--- src/rtl/mem_req_sched.sv ---
// mem_req_sched: round-robin scheduler that shares one memory request port
// between several cache requesters. It allocates transaction IDs from a small
// pool, caps outstanding writes and routes each response back to the
// requester that issued it.
//
// Handshake: a transfer happens on a port in the cycle where its valid and
// ready are both 1. Valid never waits for ready. A requester holds its
// payload while valid is 1 and ready is 0. req_ready_o is one-hot or zero.
// The memory side is the same: mem_req_valid_o and the payload stay stable
// until mem_req_ready_i is 1. Responses have no ready and are always taken.
module mem_req_sched #(
  parameter int unsigned NrReq            = 3,
  parameter int unsigned AddrWidth        = 64,
  parameter int unsigned DataWidth        = 64,
  parameter int unsigned TidWidth         = 2,
  parameter int unsigned MaxWrOutstanding = 7
) (
  input  logic                       clk_i,
  input  logic                       rst_ni,
  input  logic [NrReq-1:0]           req_valid_i,
  output logic [NrReq-1:0]           req_ready_o,
  input  logic [NrReq*AddrWidth-1:0] req_addr_i,
  input  logic [NrReq-1:0]           req_we_i,
  input  logic [NrReq*DataWidth-1:0] req_wdata_i,
  output logic                       mem_req_valid_o,
  input  logic                       mem_req_ready_i,
  output logic [AddrWidth-1:0]       mem_req_addr_o,
  output logic                       mem_req_we_o,
  output logic [DataWidth-1:0]       mem_req_wdata_o,
  output logic [TidWidth-1:0]        mem_req_tid_o,
  input  logic                       mem_rsp_valid_i,
  input  logic [TidWidth-1:0]        mem_rsp_tid_i,
  output logic [NrReq-1:0]           rsp_valid_o,
  output logic [TidWidth-1:0]        rsp_tid_o,
  output logic                       spurious_rsp_o
);

  localparam int unsigned NrTid = 1 << TidWidth;
  localparam int unsigned SrcW  = (NrReq > 1) ? $clog2(NrReq) : 1;
  localparam int unsigned CntW  = $clog2(MaxWrOutstanding + 1);

  // Output stage
  logic                 out_valid_q;
  logic [AddrWidth-1:0] out_addr_q;
  logic                 out_we_q;
  logic [DataWidth-1:0] out_wdata_q;
  logic [TidWidth-1:0]  out_tid_q;

  // ID pool bookkeeping
  logic [NrTid-1:0] busy_q, busy_d;
  logic [NrTid-1:0] we_tbl_q, we_tbl_d;
  logic [SrcW-1:0]  src_tbl_q [NrTid];
  logic [SrcW-1:0]  src_tbl_d [NrTid];
  logic             free_found;
  logic [TidWidth-1:0] free_tid;

  // Arbitration
  logic [SrcW-1:0]  rr_q, rr_d;
  logic [NrReq-1:0] eligible;
  logic             grant_valid;
  logic [SrcW-1:0]  grant_idx;
  logic [SrcW:0]    cand;
  logic             loadable;
  logic             accept;

  // Write accounting and responses
  logic [CntW-1:0] wr_cnt_q;
  logic            wr_room;
  logic            wr_inc;
  logic            wr_dec;
  logic            rsp_busy;
  logic            rsp_hit;

  assign loadable = !out_valid_q || mem_req_ready_i;
  assign wr_room  = wr_cnt_q < CntW'(MaxWrOutstanding);
  assign rsp_busy = busy_q[mem_rsp_tid_i];
  assign rsp_hit  = mem_rsp_valid_i && rsp_busy;
  // Reset gating keeps the handshake outputs quiet while the pool is cleared.
  assign accept   = grant_valid && loadable && rst_ni;
  assign wr_inc   = accept && req_we_i[grant_idx];
  assign wr_dec   = rsp_hit && we_tbl_q[mem_rsp_tid_i];

  assign mem_req_valid_o = out_valid_q;
  assign mem_req_addr_o  = out_addr_q;
  assign mem_req_we_o    = out_we_q;
  assign mem_req_wdata_o = out_wdata_q;
  assign mem_req_tid_o   = out_tid_q;
  assign rsp_tid_o       = mem_rsp_tid_i;
  assign spurious_rsp_o  = mem_rsp_valid_i && !rsp_busy && rst_ni;

  // Lowest-index free ID from the registered busy bits (scan high to low so
  // the lowest free index is the last to be written).
  always_comb begin
    free_found = 1'b0;
    free_tid   = '0;
    for (int t = NrTid - 1; t >= 0; t--) begin
      if (!busy_q[t]) begin
        free_found = 1'b1;
        free_tid   = TidWidth'(t);
      end
    end
  end

  // A requester may compete only if an ID is free and, for writes, the cap allows it.
  always_comb begin
    eligible = '0;
    for (int i = 0; i < NrReq; i++) begin
      eligible[i] = req_valid_i[i] && free_found && (!req_we_i[i] || wr_room);
    end
  end

  // Round-robin pick: first eligible requester at or after rr_q, wrapping.
  always_comb begin
    grant_valid = 1'b0;
    grant_idx   = '0;
    cand        = '0;
    for (int k = 0; k < NrReq; k++) begin
      cand = (SrcW+1)'(rr_q) + (SrcW+1)'(k);
      if (cand >= (SrcW+1)'(NrReq)) begin
        cand = cand - (SrcW+1)'(NrReq);
      end
      if (!grant_valid && eligible[cand[SrcW-1:0]]) begin
        grant_valid = 1'b1;
        grant_idx   = cand[SrcW-1:0];
      end
    end
  end

  // One-hot accept to the winner, only when the output stage can take it.
  always_comb begin
    req_ready_o = '0;
    if (accept) begin
      req_ready_o[grant_idx] = 1'b1;
    end
  end

  // Route a response for a busy ID to its recorded source.
  always_comb begin
    rsp_valid_o = '0;
    if (rsp_hit) begin
      rsp_valid_o[src_tbl_q[mem_rsp_tid_i]] = 1'b1;
    end
  end

  // Next pool state: free on response, allocate on accept. The allocated ID
  // was free in busy_q, so it can never be the ID freed in the same cycle.
  always_comb begin
    busy_d    = busy_q;
    we_tbl_d  = we_tbl_q;
    src_tbl_d = src_tbl_q;
    rr_d      = rr_q;
    if (rsp_hit) begin
      busy_d[mem_rsp_tid_i] = 1'b0;
    end
    if (accept) begin
      busy_d[free_tid]    = 1'b1;
      we_tbl_d[free_tid]  = req_we_i[grant_idx];
      src_tbl_d[free_tid] = grant_idx;
      rr_d = (grant_idx == SrcW'(NrReq - 1)) ? '0 : grant_idx + SrcW'(1);
    end
  end

  // Output stage register: load on accept, drain when downstream takes it.
  always_ff @(posedge clk_i or negedge rst_ni) begin
    if (!rst_ni) begin
      out_valid_q <= 1'b0;
      out_addr_q  <= '0;
      out_we_q    <= 1'b0;
      out_wdata_q <= '0;
      out_tid_q   <= '0;
    end else if (accept) begin
      out_valid_q <= 1'b1;
      out_addr_q  <= req_addr_i[grant_idx*AddrWidth +: AddrWidth];
      out_we_q    <= req_we_i[grant_idx];
      out_wdata_q <= req_wdata_i[grant_idx*DataWidth +: DataWidth];
      out_tid_q   <= free_tid;
    end else if (mem_req_ready_i) begin
      out_valid_q <= 1'b0;
    end
  end

  // ID pool, source table, round-robin pointer and write count registers.
  always_ff @(posedge clk_i or negedge rst_ni) begin
    if (!rst_ni) begin
      busy_q   <= '0;
      we_tbl_q <= '0;
      rr_q     <= '0;
      wr_cnt_q <= '0;
      for (int t = 0; t < NrTid; t++) begin
        src_tbl_q[t] <= '0;
      end
    end else begin
      busy_q    <= busy_d;
      we_tbl_q  <= we_tbl_d;
      src_tbl_q <= src_tbl_d;
      rr_q      <= rr_d;
      if (wr_inc && !wr_dec) begin
        wr_cnt_q <= wr_cnt_q + CntW'(1);
      end else if (wr_dec && !wr_inc) begin
        wr_cnt_q <= wr_cnt_q - CntW'(1);
      end
    end
  end

endmodule

--- config.mk ---
export PLATFORM = sky130hd
export DESIGN_NAME = mem_req_sched
export DESIGN_NICKNAME = d
export VERILOG_FILES = /design/src/rtl/mem_req_sched.sv
export SDC_FILE = /design/constraint.sdc
export NUM_CORES = 1
export LEC_CHECK = 0
export CAP_MARGIN = 0
export CORE_AREA = 2 2 209 211
export CTS_BUF_LIST = sky130_fd_sc_hd__clkbuf_2 sky130_fd_sc_hd__clkbuf_4 sky130_fd_sc_hd__clkbuf_8
export DETAILED_ROUTE_END_ITERATION = 10
export DIE_AREA = 0 0 211 213
export HOLD_SLACK_MARGIN = 0.08
export SETUP_SLACK_MARGIN = 0.2
export SLEW_MARGIN = 20
export SYNTH_ARGS = -nofsm -noshare
export SYNTH_HDL_FRONTEND = slang
export SYNTH_SLANG_ARGS = --single-unit
--- constraint.sdc ---
create_clock -name clk_i -period 3.9 [get_ports clk_i]
set_input_delay 0.78 -clock clk_i [delete_from_list [all_inputs] [get_ports clk_i]]
set_output_delay 0.78 -clock clk_i [all_outputs]
set_load 0.01 [all_outputs]
=== Yosys cells after proc, flatten, opt, wreduce, memory -nomap -nowiden ===
Index checks and enable logic that the tools add are counted.

* Word-level logic and storage cells: 137
* Bits in registers: 153

* Equality and inequality tests: 1
* Mux-type cells: 53
* Add/sub/neg operators: 8
* Bitwise operators: 5
* Magnitude comparators: 18
* Shift operators: 2
* Reductions and logical operators: 37

{| class="wikitable"
|+ Operators with widths
! cell !! number
|-
| 192-bit by 9-bit indexed part select with 64-bit output || 2
|-
| 2-bit two-way mux || 14
|-
| 1-bit logical AND || 22
|-
| 2-bit by 3-bit less-than comparator with 1-bit output, second input constant || 7
|-
| 1-bit two-way mux || 19
|-
| 1-bit binary-select mux with 2-bit select || 6
|-
| 3-bit two-way mux || 4
|-
| 1-bit zero test || 9
|-
| 8-bit bitwise mux || 1
|-
| 1-bit demux with 2-bit select || 4
|-
| 2-bit by 1-bit greater-or-equal comparator with 1-bit output, second input constant || 4
|-
| 4-bit two-way mux || 2
|-
| 3-bit by 2-bit greater-or-equal comparator with 1-bit output, second input constant || 2
|-
| 3-bit greater-or-equal comparator, second input constant || 2
|-
| 2-bit inverter with 3-bit output || 2
|-
| 2-bit subtractor, second input constant || 3
|-
| 4-bit bitwise AND || 1
|-
| 2-bit binary-select mux with 2-bit select || 1
|-
| 4-bit bitwise mux || 1
|-
| 2-bit demux with 2-bit select || 1
|-
| 1-bit logical OR || 4
|-
| 4-bit inverter || 1
|-
| 4-bit OR || 1
|-
| 2-bit nonzero test || 2
|-
| 9 further kinds || 9
|}

=== Longest topological paths before layout ===
* Depth after elaboration: 22
* Depth in mapped cells: 15
* Mapped depth without buffers: 13

=== Worst setup path before layout ===
Ideal clock, no wire load.

* Path type: register to register
* Start: register rr_q[0]
* End: register wr_cnt_q[2]
* Arrival: 3178 ps
* Cell stages (with the launch flop): 16
* Clock period less this slack: 3258 ps
* Path slack: 642 ps
* Path through: dfrtp_1 -> inv_1 -> ha_1 -> buf_2 -> maj3_2 -> o32ai_2 -> o211ai_2 -> clkbuf_1 -> clkbuf_1 -> nor3_1 -> ha_1 -> inv_1 -> fa_1 -> xor2_1 -> nor2_1 -> xor2_1

* Longest elaborated chain between the ends: 17
* Elaborated cells between the ends (all ways): 37

{| class="wikitable"
|+ Ends and longest elaborated chain
! what !! RTL line !! source
|-
| start, declared || 58 || <nowiki>logic [SrcW-1:0] rr_q, rr_d;</nowiki>
|-
| start signal, assigned || 196 || <nowiki>rr_q <= rr_d;</nowiki>
|-
| parallel branches: the longest is 13 deep, another holds 2-bit by 1-bit adder with 3-bit output || - ||
|-
| 1-bit logical AND (*) || 80 || <nowiki>assign wr_inc = accept && req_we_i[grant_idx];</nowiki>
|-
| 1-bit zero test || 199 || <nowiki>end else if (wr_dec && !wr_inc) begin</nowiki>
|-
| 1-bit logical AND || 199 ||
|-
| 2-bit nonzero test (no line) || - ||
|-
| end signal, assigned || 198 || <nowiki>wr_cnt_q <= wr_cnt_q + CntW'(1);</nowiki>
|-
| end signal, assigned || 200 || <nowiki>wr_cnt_q <= wr_cnt_q - CntW'(1);</nowiki>
|-
| end, declared || 67 || <nowiki>logic [CntW-1:0] wr_cnt_q;</nowiki>
|}

Every way passes the cells marked *. The select of a mux whose other input is x is not followed.
A chain may end at the register's enable or synchronous reset.

=== Final worst setup path ===
* Start: register rr_q[0]
* End: output req_ready_o[1]

* Longest elaborated chain between the ends: 16
* Elaborated cells between the ends (all ways): 35

{| class="wikitable"
|+ Ends and longest elaborated chain
! what !! RTL line !! source
|-
| parallel branches: the longest is 15 deep, another holds 2-bit by 1-bit adder with 3-bit output || - ||
|-
| 3-bit two-way mux (*) || 132 || <nowiki>if (accept) begin</nowiki>
|-
| end, declared || 21 || <nowiki>output logic [NrReq-1:0] req_ready_o,</nowiki>
|}

Marked as above.

==> out/metrics.yaml <==
place_ws_ns: 0.135
synth_area_um2: 8410
crit_type: "register to output port"
routedWlPerCell_um: 20.8
synth_fp_nets: 1279
area_delta_synth_final_pct: 74.4
critPathMaxFanout: 9
drt_iter0_drc: 485
yosys_warnings: 0
final_layout_size_suffix_gt1_share_pct: 9.81
wl_um: 40200
ios: 537
p_per_area_nw_per_um2: 697
setup_viol: 0
slew_headroom_pct: 33.5
leakagePower_nw: 5.72
fp.dieH_um: 213
io_buffers: 536
first_pass_iters: 5
final_common_cell: "clkdlybuf4s50_1"
p_total_mw: 10.2
grt_pass1_wl_um: 57300
cts_buffers: 17
min_period_over_period_pct: 91.8
cp-end-kind: "output port"
placedCellCount: 1891
whs_ns: 0.414
yosysSeqAreaShare_pct: 45.5
slew_viol_final: 0
gp_congestion: 0.869
htree_levels: 4
hold_class: "primary input to async pin"
cts_tree: "yes"
clk_pin_slew_ns: 0.10
syn-instance-count: 879
ir_drop_v: 0.000823
fp-row-count: 76
cap_violations: 0
via_count: 9424
antenna_found_initial: 6
final_nets: 1764
hold_viol: 0
outcome: "complete, no violations"
final.fill_count: 4397
synth_top_area_share_pct: 45.5
start_util_pct: 19.7
post-route-min-period_ns: 3.58
cts-root-buf: "clkbuf_8"
start_kind: "register"
cts.sinks: 153
critPathRequiredTime_ns: 3.12
final_cells: 1928
track_usage_pct: 16.9
clock_path_buffers: 2
drc: 0
grt_pass1_vias: 9613
hold_buffers: 0
clock_skew_ns: 0.0155
cp.arrival_ns: 2.80
synth_top_cell_by_area: "dfrtp_1"
die_w_um: 211
synth_area_leaders: "dfrtp_1, a221oi_2, nand3_1"
core-area_um2: 42700
viasPerCell: 4.89
yosysUniqueCellTypes: 44
tightest_slew_ns: 0.997
insertion_delay_ns: 0.49
grt_max_degree: 151
ant_nets: 0
grt_setup_unrepaired: "yes"
tns_ns: 0
final_cell_mix: "clkdlybuf4s50_1, dfrtp_1, nand3_1, nor2_1, a21oi_1"
setup_slack_ns: 0.319
dp_hpwl_um: 29000
fp.dieArea_um2: 44900
max_clock_freq_mhz: 279
ys_seq_elements: 153
synth_area_per_cell_um2: 9.57
overflow: 0
## kinds of logic after synthesis
group                    count (synthesis)  share of synthesized area, %
adder cells (fa/ha/maj)                  5                         0.818
buffers and inverters                  104                          6.20
AND/OR/NAND/NOR                        306                          16.5
multiplexers                             7                          1.47
XOR/XNOR                                 3                         0.313
AO/OA/AOI/OAI                          301                          29.1
flip-flops                             153                          45.5
## synthesized netlist by cell type (all sizes together)
cell	instances
a21o	3
o32ai	1
buf	44
a211o	2
mux2	3
a31oi	1
nor2	134
xnor2	1
maj3	1
nor2b	1
xor2	2
inv	9
nand2b	2
nor3b	3
fa	1
nand2	12
nand4	4
and4	4
o211a	1
a41o	1
a2111o	1
and4b	1
o21ai	24
o22ai	1
a21oi	130
a221oi	128
ha	3
nand3	135
a311o	1
or2	3
mux4	4
and3	2
o211ai	1
clkbuf	51
o31ai	4
o41ai	1
o21a	1
dfrtp	153
nor3	5
## routing by layer
metal	track usage, %	wire (um)
met1	19.9	15800
met2	28.6	19800
met3	4.96	3400
met4	7.04	1100
met5	0	0
## final cells by class
class	count	area, um^2	share of cell area, %
multi-input combinational	622	4110	28.1
clock inverter	13	144	0.981
antenna	6	15.0	0.102
inverter	9	33.8	0.230
tap	546	683	4.66
timing repair buffer	561	5600	38.2
clock buffer	18	241	1.65
sequential	153	3830	26.1
## worst max-delay path, cell delays in order, from the launching register on
cell	delay [ns]
dfrtp_1	0.40
inv_1	0.07
ha_2	0.32
maj3_2	0.35
o32ai_4	0.30
o211ai_4	0.16
nor2_1	0.16
clkdlybuf4s50_1	0.56
## flip-flops by register name (all words and copies together), names as in the netlist
register         cells
busy_q               4
mem_req_addr_o      64
mem_req_tid_o        2
mem_req_valid_o      1
mem_req_wdata_o     64
mem_req_we_o         1
rr_q                 2
src_tbl_q            8
we_tbl_q             4
wr_cnt_q             3
## worst paths after layout
| kind | start | endpoint | slack, ns | depth (start not counted) |
|---|---|---|---|---|
| setup / recovery | rr_q[0]$_DFFE_PN0P_ | req_ready_o[1] | 0.32 | 7 |
| hold / removal | rst_ni | src_tbl_q[2]$_DFFE_PN0P_ | 0.41 | 2 |
| setup reg to reg | rr_q[1]$_DFFE_PN0P_ | wr_cnt_q[2]$_DFFE_PN0P_ | 0.78 | 12 |
| hold reg to reg | mem_req_tid_o[0]$_DFFE_PN0P_ | mem_req_tid_o[0]$_DFFE_PN0P_ | 0.49 | 2 |
| max in group asynchronous | rst_ni | mem_req_wdata_o[23]$_DFFE_PN0P_ | 2.13 | 3 |
| min in group clk_i | mem_req_tid_o[0]$_DFFE_PN0P_ | mem_req_tid_o[0]$_DFFE_PN0P_ | 0.49 | 2 |
## metrics by stage
stage / util [%] / cell area (um^2)
CTS: 34.3 / 14600
floorplan: - / 8410
global route: 34.3 / 14700
global placement: 33.4 / 14200
finish: 34.3 / 14700
detailed placement: 33.4 / 14200
## where the power goes
part | switching, mW | internal, mW | total [mW]
Clock | 0.712 | 0.578 | 1.29
Sequential | 0.491 | 2.38 | 2.87
Combinational | 3.26 | 2.80 | 6.07
## repair_timing
item / CTS / global route
setup buffers: 0 / 0
setup endpoints to repair: 3 / 1
gates resized for setup: 4 / 0
endpoints found under the hold margin: 0 / 0
(Power assumes the default switching activity.)
